===== config.mk =====
export PLATFORM = sky130hd
export DESIGN_NAME = keypad_row_debouncer
export DESIGN_NICKNAME = d
export VERILOG_FILES = /design/src/rtl/keypad_row_debouncer.sv
export SDC_FILE = /design/constraint.sdc
export NUM_CORES = 1
export LEC_CHECK = 0
export CORE_AREA = 2 2 40 78
export DETAILED_ROUTE_END_ITERATION = 6
export DIE_AREA = 0 0 42 80
export HOLD_SLACK_MARGIN = 0.08
export PLACE_DENSITY = 0.69
export SLEW_MARGIN = 20
export SYNTH_ARGS = -nofsm -noshare
export SYNTH_HDL_FRONTEND = slang
export SYNTH_SLANG_ARGS = --single-unit
export TNS_END_PERCENT = 1

===== constraint.sdc =====
create_clock -name clk -period 1.5 [get_ports clk]
set_input_delay 0.3 -clock clk [delete_from_list [all_inputs] [get_ports clk]]
set_output_delay 0.3 -clock clk [all_outputs]
set_load 0.01 [all_outputs]

===== src/rtl/keypad_row_debouncer.sv =====
// Keypad row conditioner: per-row synchronizer chain and debounce counter, followed by
// combinational decodes of the accepted row vector and press/release edge pulses.
module keypad_row_debouncer #(
   parameter int unsigned NUM_ROWS        = 4,
   parameter int unsigned SYNC_STAGES     = 2,
   parameter int unsigned DEBOUNCE_CYCLES = 16,
   parameter bit          ACTIVE_HIGH     = 1'b1,
   localparam int unsigned IDX_W = (NUM_ROWS > 1) ? $clog2(NUM_ROWS) : 1
) (
   input  logic                clk,
   input  logic                reset,
   input  logic [NUM_ROWS-1:0] row,
   output logic [NUM_ROWS-1:0] row_stable,
   output logic                key_active,
   output logic [IDX_W-1:0]    row_idx,
   output logic                multi_row,
   output logic                press_pulse,
   output logic                release_pulse
);

   localparam int unsigned CNT_W = $clog2(DEBOUNCE_CYCLES) + 1;
   localparam logic [CNT_W-1:0] CNT_LAST = CNT_W'(DEBOUNCE_CYCLES - 1);

   logic [NUM_ROWS-1:0] rn;
   logic [NUM_ROWS-1:0] sync_q [SYNC_STAGES];
   logic [NUM_ROWS-1:0] sync;
   logic [CNT_W-1:0]    cnt_q  [NUM_ROWS];
   logic [CNT_W-1:0]    cnt_d  [NUM_ROWS];
   logic [NUM_ROWS-1:0] row_stable_q;
   logic [NUM_ROWS-1:0] row_stable_d;
   logic                key_active_q;

   // Everything downstream works in active-high terms.
   assign rn   = ACTIVE_HIGH ? row : ~row;
   assign sync = sync_q[SYNC_STAGES-1];

   // Plain flop chain per row; no logic between stages.
   always_ff @(posedge clk) begin
      if (reset) begin
         for (int s = 0; s < SYNC_STAGES; s++) sync_q[s] <= '0;
      end else begin
         sync_q[0] <= rn;
         for (int s = 1; s < SYNC_STAGES; s++) sync_q[s] <= sync_q[s-1];
      end
   end

   // Per-row debounce: count consecutive disagreeing cycles, accept on the last one,
   // and clear the count whenever the synchronized level agrees with the accepted one.
   always_comb begin
      row_stable_d = row_stable_q;
      for (int i = 0; i < NUM_ROWS; i++) begin
         cnt_d[i] = '0;
         if (sync[i] != row_stable_q[i]) begin
            if (cnt_q[i] == CNT_LAST) begin
               row_stable_d[i] = sync[i];
            end else begin
               cnt_d[i] = cnt_q[i] + CNT_W'(1);
            end
         end
      end
   end

   // Debounce state and key_active history register.
   always_ff @(posedge clk) begin
      if (reset) begin
         for (int i = 0; i < NUM_ROWS; i++) cnt_q[i] <= '0;
         row_stable_q <= '0;
         key_active_q <= 1'b0;
      end else begin
         for (int i = 0; i < NUM_ROWS; i++) cnt_q[i] <= cnt_d[i];
         row_stable_q <= row_stable_d;
         key_active_q <= key_active;
      end
   end

   // Lowest set bit wins: scan from the top so lower rows overwrite.
   always_comb begin
      row_idx = '0;
      for (int i = int'(NUM_ROWS) - 1; i >= 0; i--) begin
         if (row_stable_q[i]) row_idx = IDX_W'(i);
      end
   end

   // Clearing the lowest set bit leaves something only if two or more were set.
   always_comb begin
      row_stable    = row_stable_q;
      key_active    = |row_stable_q;
      multi_row     = (row_stable_q & (row_stable_q - NUM_ROWS'(1))) != '0;
      press_pulse   = key_active & ~key_active_q;
      release_pulse = ~key_active & key_active_q;
   end

endmodule

==> impl_metrics.env <==
export IMPL_outcome="finished, violations left"
export IMPL_violations="negative setup slack"
export IMPL_cts_tree="done"
export IMPL_vias=918
export IMPL_routed_wirelength_um=2186
export IMPL_yosysWarnings=0
export IMPL_ys_ff_latch=33
export IMPL_drt_wirelength_per_cell_um=11.75
export IMPL_place_ws_ns=-0.1702
export IMPL_synth_avg_cell_area_um2=9.889
export IMPL_cts_hold_fix_buffers=0
export IMPL_fin_area_um2=1639
export IMPL_finalWeightedCongestion=0.7347
export IMPL_timing_setup_tns_ns=-0.1268
export IMPL_path_class="reg -> out"
export IMPL_io_pins=16
export IMPL_insertedDiodeCount=0
export IMPL_cp_data_arrival_time_ns=1.31
export IMPL_clk_latency_ns=0.29
export IMPL_io_buffers=15
export IMPL_fin_crit_sh=1.071
export IMPL_syn_num_nets=139
export IMPL_rsz0062_at_grt="yes"
export IMPL_setup_ws_ns=-0.1061
export IMPL_final_setup_viol_count=2
export IMPL_grtUsageTotal=0.1545
export IMPL_drc=0
export IMPL_row_count=27
export IMPL_r2r_start="cnt_q[0][0]"
export IMPL_yosysSeqAreaShare=0.5344
export IMPL_die_h_um=80
export IMPL_most_common_layout_cells="dfxtp_1 (26), nor2_1 (25), inv_1 (10), buf_4 (10)"
export IMPL_grt_pass1_vias=942
export IMPL_start_util=0.4518
export IMPL_fmax_ghz=0.6226
export IMPL_crit_slowest_cell="dfxtp_2"
export IMPL_crit_fanout=2
export IMPL_fin_crit_ns=1.606
export IMPL_final_common_cell="dfxtp_1"
export IMPL_htree_levels=2
export IMPL_fillerInstances=234
export IMPL_drt_iter0_drc=7
export IMPL_numCtsBuffers=5
export IMPL_grt_ovfl_total=0
export IMPL_rrSetupSlack_ns=0.08
export IMPL_clk_pin_slew_ns=0.07
export IMPL_whs_ns=0.4139
export IMPL_clock_root_buffer="clkbuf_8"
export IMPL_ant_nets=0
export IMPL_drive_above_1_share=0.2994
export IMPL_path_common_cell="buf_6"
export IMPL_antenna_found_initial=0
export IMPL_slew_headroom=0.8105
export IMPL_grt_max_degree=11
export IMPL_design_core_area_um2=2736
export IMPL_syn_inst=125
export IMPL_die_area_um2=3360
export IMPL_drv_cap=0
export IMPL_skew_ns=0.01036
export IMPL_end_kind="primary output"
export IMPL_reg2reg_to="cnt_q[0][3]"
export IMPL_seqCellArea_um2=669.4
export IMPL_viasPerCell=4.935
export IMPL_start_kind="flop"
export IMPL_cts_buffer_depth=2
export IMPL_syn_to_final_growth_pct=32.59
export IMPL_slowest_delay_ns=0.34
export IMPL_die_w_um=42
export IMPL_crit_required_ns=1.20
export IMPL_hpwlAfterDp_um=1606
export IMPL_synth_cell_area_um2=1236
export IMPL_finalHoldViolations=0
export IMPL_grt_first_pass_wirelength_um=3788
export IMPL_hold_class="reg -> reg"
export IMPL_fin_nets=170
export IMPL_power_density_nw_per_um2=1020
export IMPL_cp_top_family="buffers and inverters"
export IMPL_crit_buf_inv=3
export IMPL_p_leak_uw=0.0006846
export IMPL_reg2reg_depth=5
export IMPL_total_power_uw=1672
export IMPL_irDropWorstVdd_uv=759.7
export IMPL_first_pass_iters=4
export IMPL_cp_cell_sequence="nor4_4 > buf_4 > buf_6 > nor2_4 > buf_6"
export IMPL_place_area_um2=1479
export IMPL_final_max_slew_violation_count=0
export IMPL_cts_sinks=33
export IMPL_min_path_cells=1
export IMPL_hold_path_end="cnt_q[1][0]"
export IMPL_ys_types=20
export IMPL_hp_start="cnt_q[1][0]"
export IMPL_multi_input_area_um2=575.6
export IMPL_tightest_slew_ns=0.2833
sequential cells by signal, indices dropped and copies added, names as in the netlist:
register	flops
row_stable	4
cnt_q	20
sync_q	8
key_active_q	1
metrics by stage:
stage | util | instances
2_1_floorplan | - | 125
3_3_place_gp | 0.5405 | 176
3_5_place_dp | 0.5405 | 176
4_1_cts | 0.5853 | 185
5_1_grt | 0.5990 | 186
6_report | 0.5990 | 186
metal layers:
metal / up-vias / wire length, µm / global-route usage
met5: - / 0 / 0
li1: 456 / - / -
met2: 18 / 1230 / 0.2750
met3: 9 / 96 / 0.04525
met4: 0 / 93 / 0.1161
met1: 435 / 766 / 0.1425
worst max-delay path by stage:
| stage | from | depth (start not counted) | to | slack, ns |
|---|---|---|---|---|
| finish | row_stable[3] | 5 | press_pulse | -0.11 |
| detailed placement | row_stable[3] | 3 | release_pulse | -0.17 |
| floorplan | cnt_q[1][0] | 5 | cnt_q[1][2] | 0.06 |
| global route | row_stable[3] | 5 | press_pulse | -0.17 |
| CTS | row_stable[0] | 5 | press_pulse | -0.12 |
| global placement | row_stable[3] | 3 | release_pulse | -0.18 |
Yosys cell counts:
cell / instances / share of area
a211oi_1: 1 / 0.0061
a21oi_1: 2 / 0.0081
and2_1: 1 / 0.0051
and3_1: 4 / 0.020
buf_4: 2 / 0.012
clkbuf_1: 1 / 0.0030
dfxtp_1: 33 / 0.53
ha_1: 8 / 0.081
inv_1: 10 / 0.030
mux2i_1: 4 / 0.032
nand2_1: 1 / 0.0030
nand3_1: 4 / 0.016
nor2_1: 28 / 0.085
nor2b_1: 8 / 0.040
nor3_1: 1 / 0.0040
nor4_1: 1 / 0.0051
or3_1: 2 / 0.010
or3_4: 2 / 0.018
xnor2_1: 8 / 0.057
xor2_1: 4 / 0.028
where the power goes:
part / internal (µW) / switching, µW
clock: 414 / 316
combinational: 28.2 / 17.8
sequential: 890 / 6.38
timing repair:
item / in CTS / in global routing
pin swaps: 2 / 5
setup buffers: 1 / 1
gates resized for setup: 38 / 13
endpoints found under the setup margin: 24 / 25
cell type report:
| cell class | count | area share |
|---|---|---|
| Timing Repair Buffer | 27 | 0.1336 |
| Sequential cell | 33 | 0.4084 |
| Inverter | 10 | 0.02290 |
| Tap cell | 29 | 0.02214 |
| Multi-Input combinational cell | 79 | 0.3511 |
| Clock buffer | 7 | 0.05878 |
| Clock inverter | 1 | 0.003053 |
worst reg2reg max path, stage by stage (launching register included):
cell	delay, ns
dfxtp_2	0.33
ha_2	0.19
and3_1	0.18
ha_1	0.19
or3_4	0.37
nor2_1	0.12
kinds of logic (layout without fill, tap and decap cells):
kind of cell / count (synthesis) / count (layout) / share of synthesized area
AO/OA/AOI/OAI: 3 / 3 / 0.01417
XOR/XNOR: 12 / 12 / 0.08502
adder cells (fa/ha/maj): 8 / 8 / 0.08097
buffers and inverters: 13 / 45 / 0.04554
flip-flops: 33 / 33 / 0.5344
multiplexers: 4 / 4 / 0.03239
AND/OR/NAND/NOR: 52 / 52 / 0.2075
No activity file was read; power rests on OpenSTA's default activity.
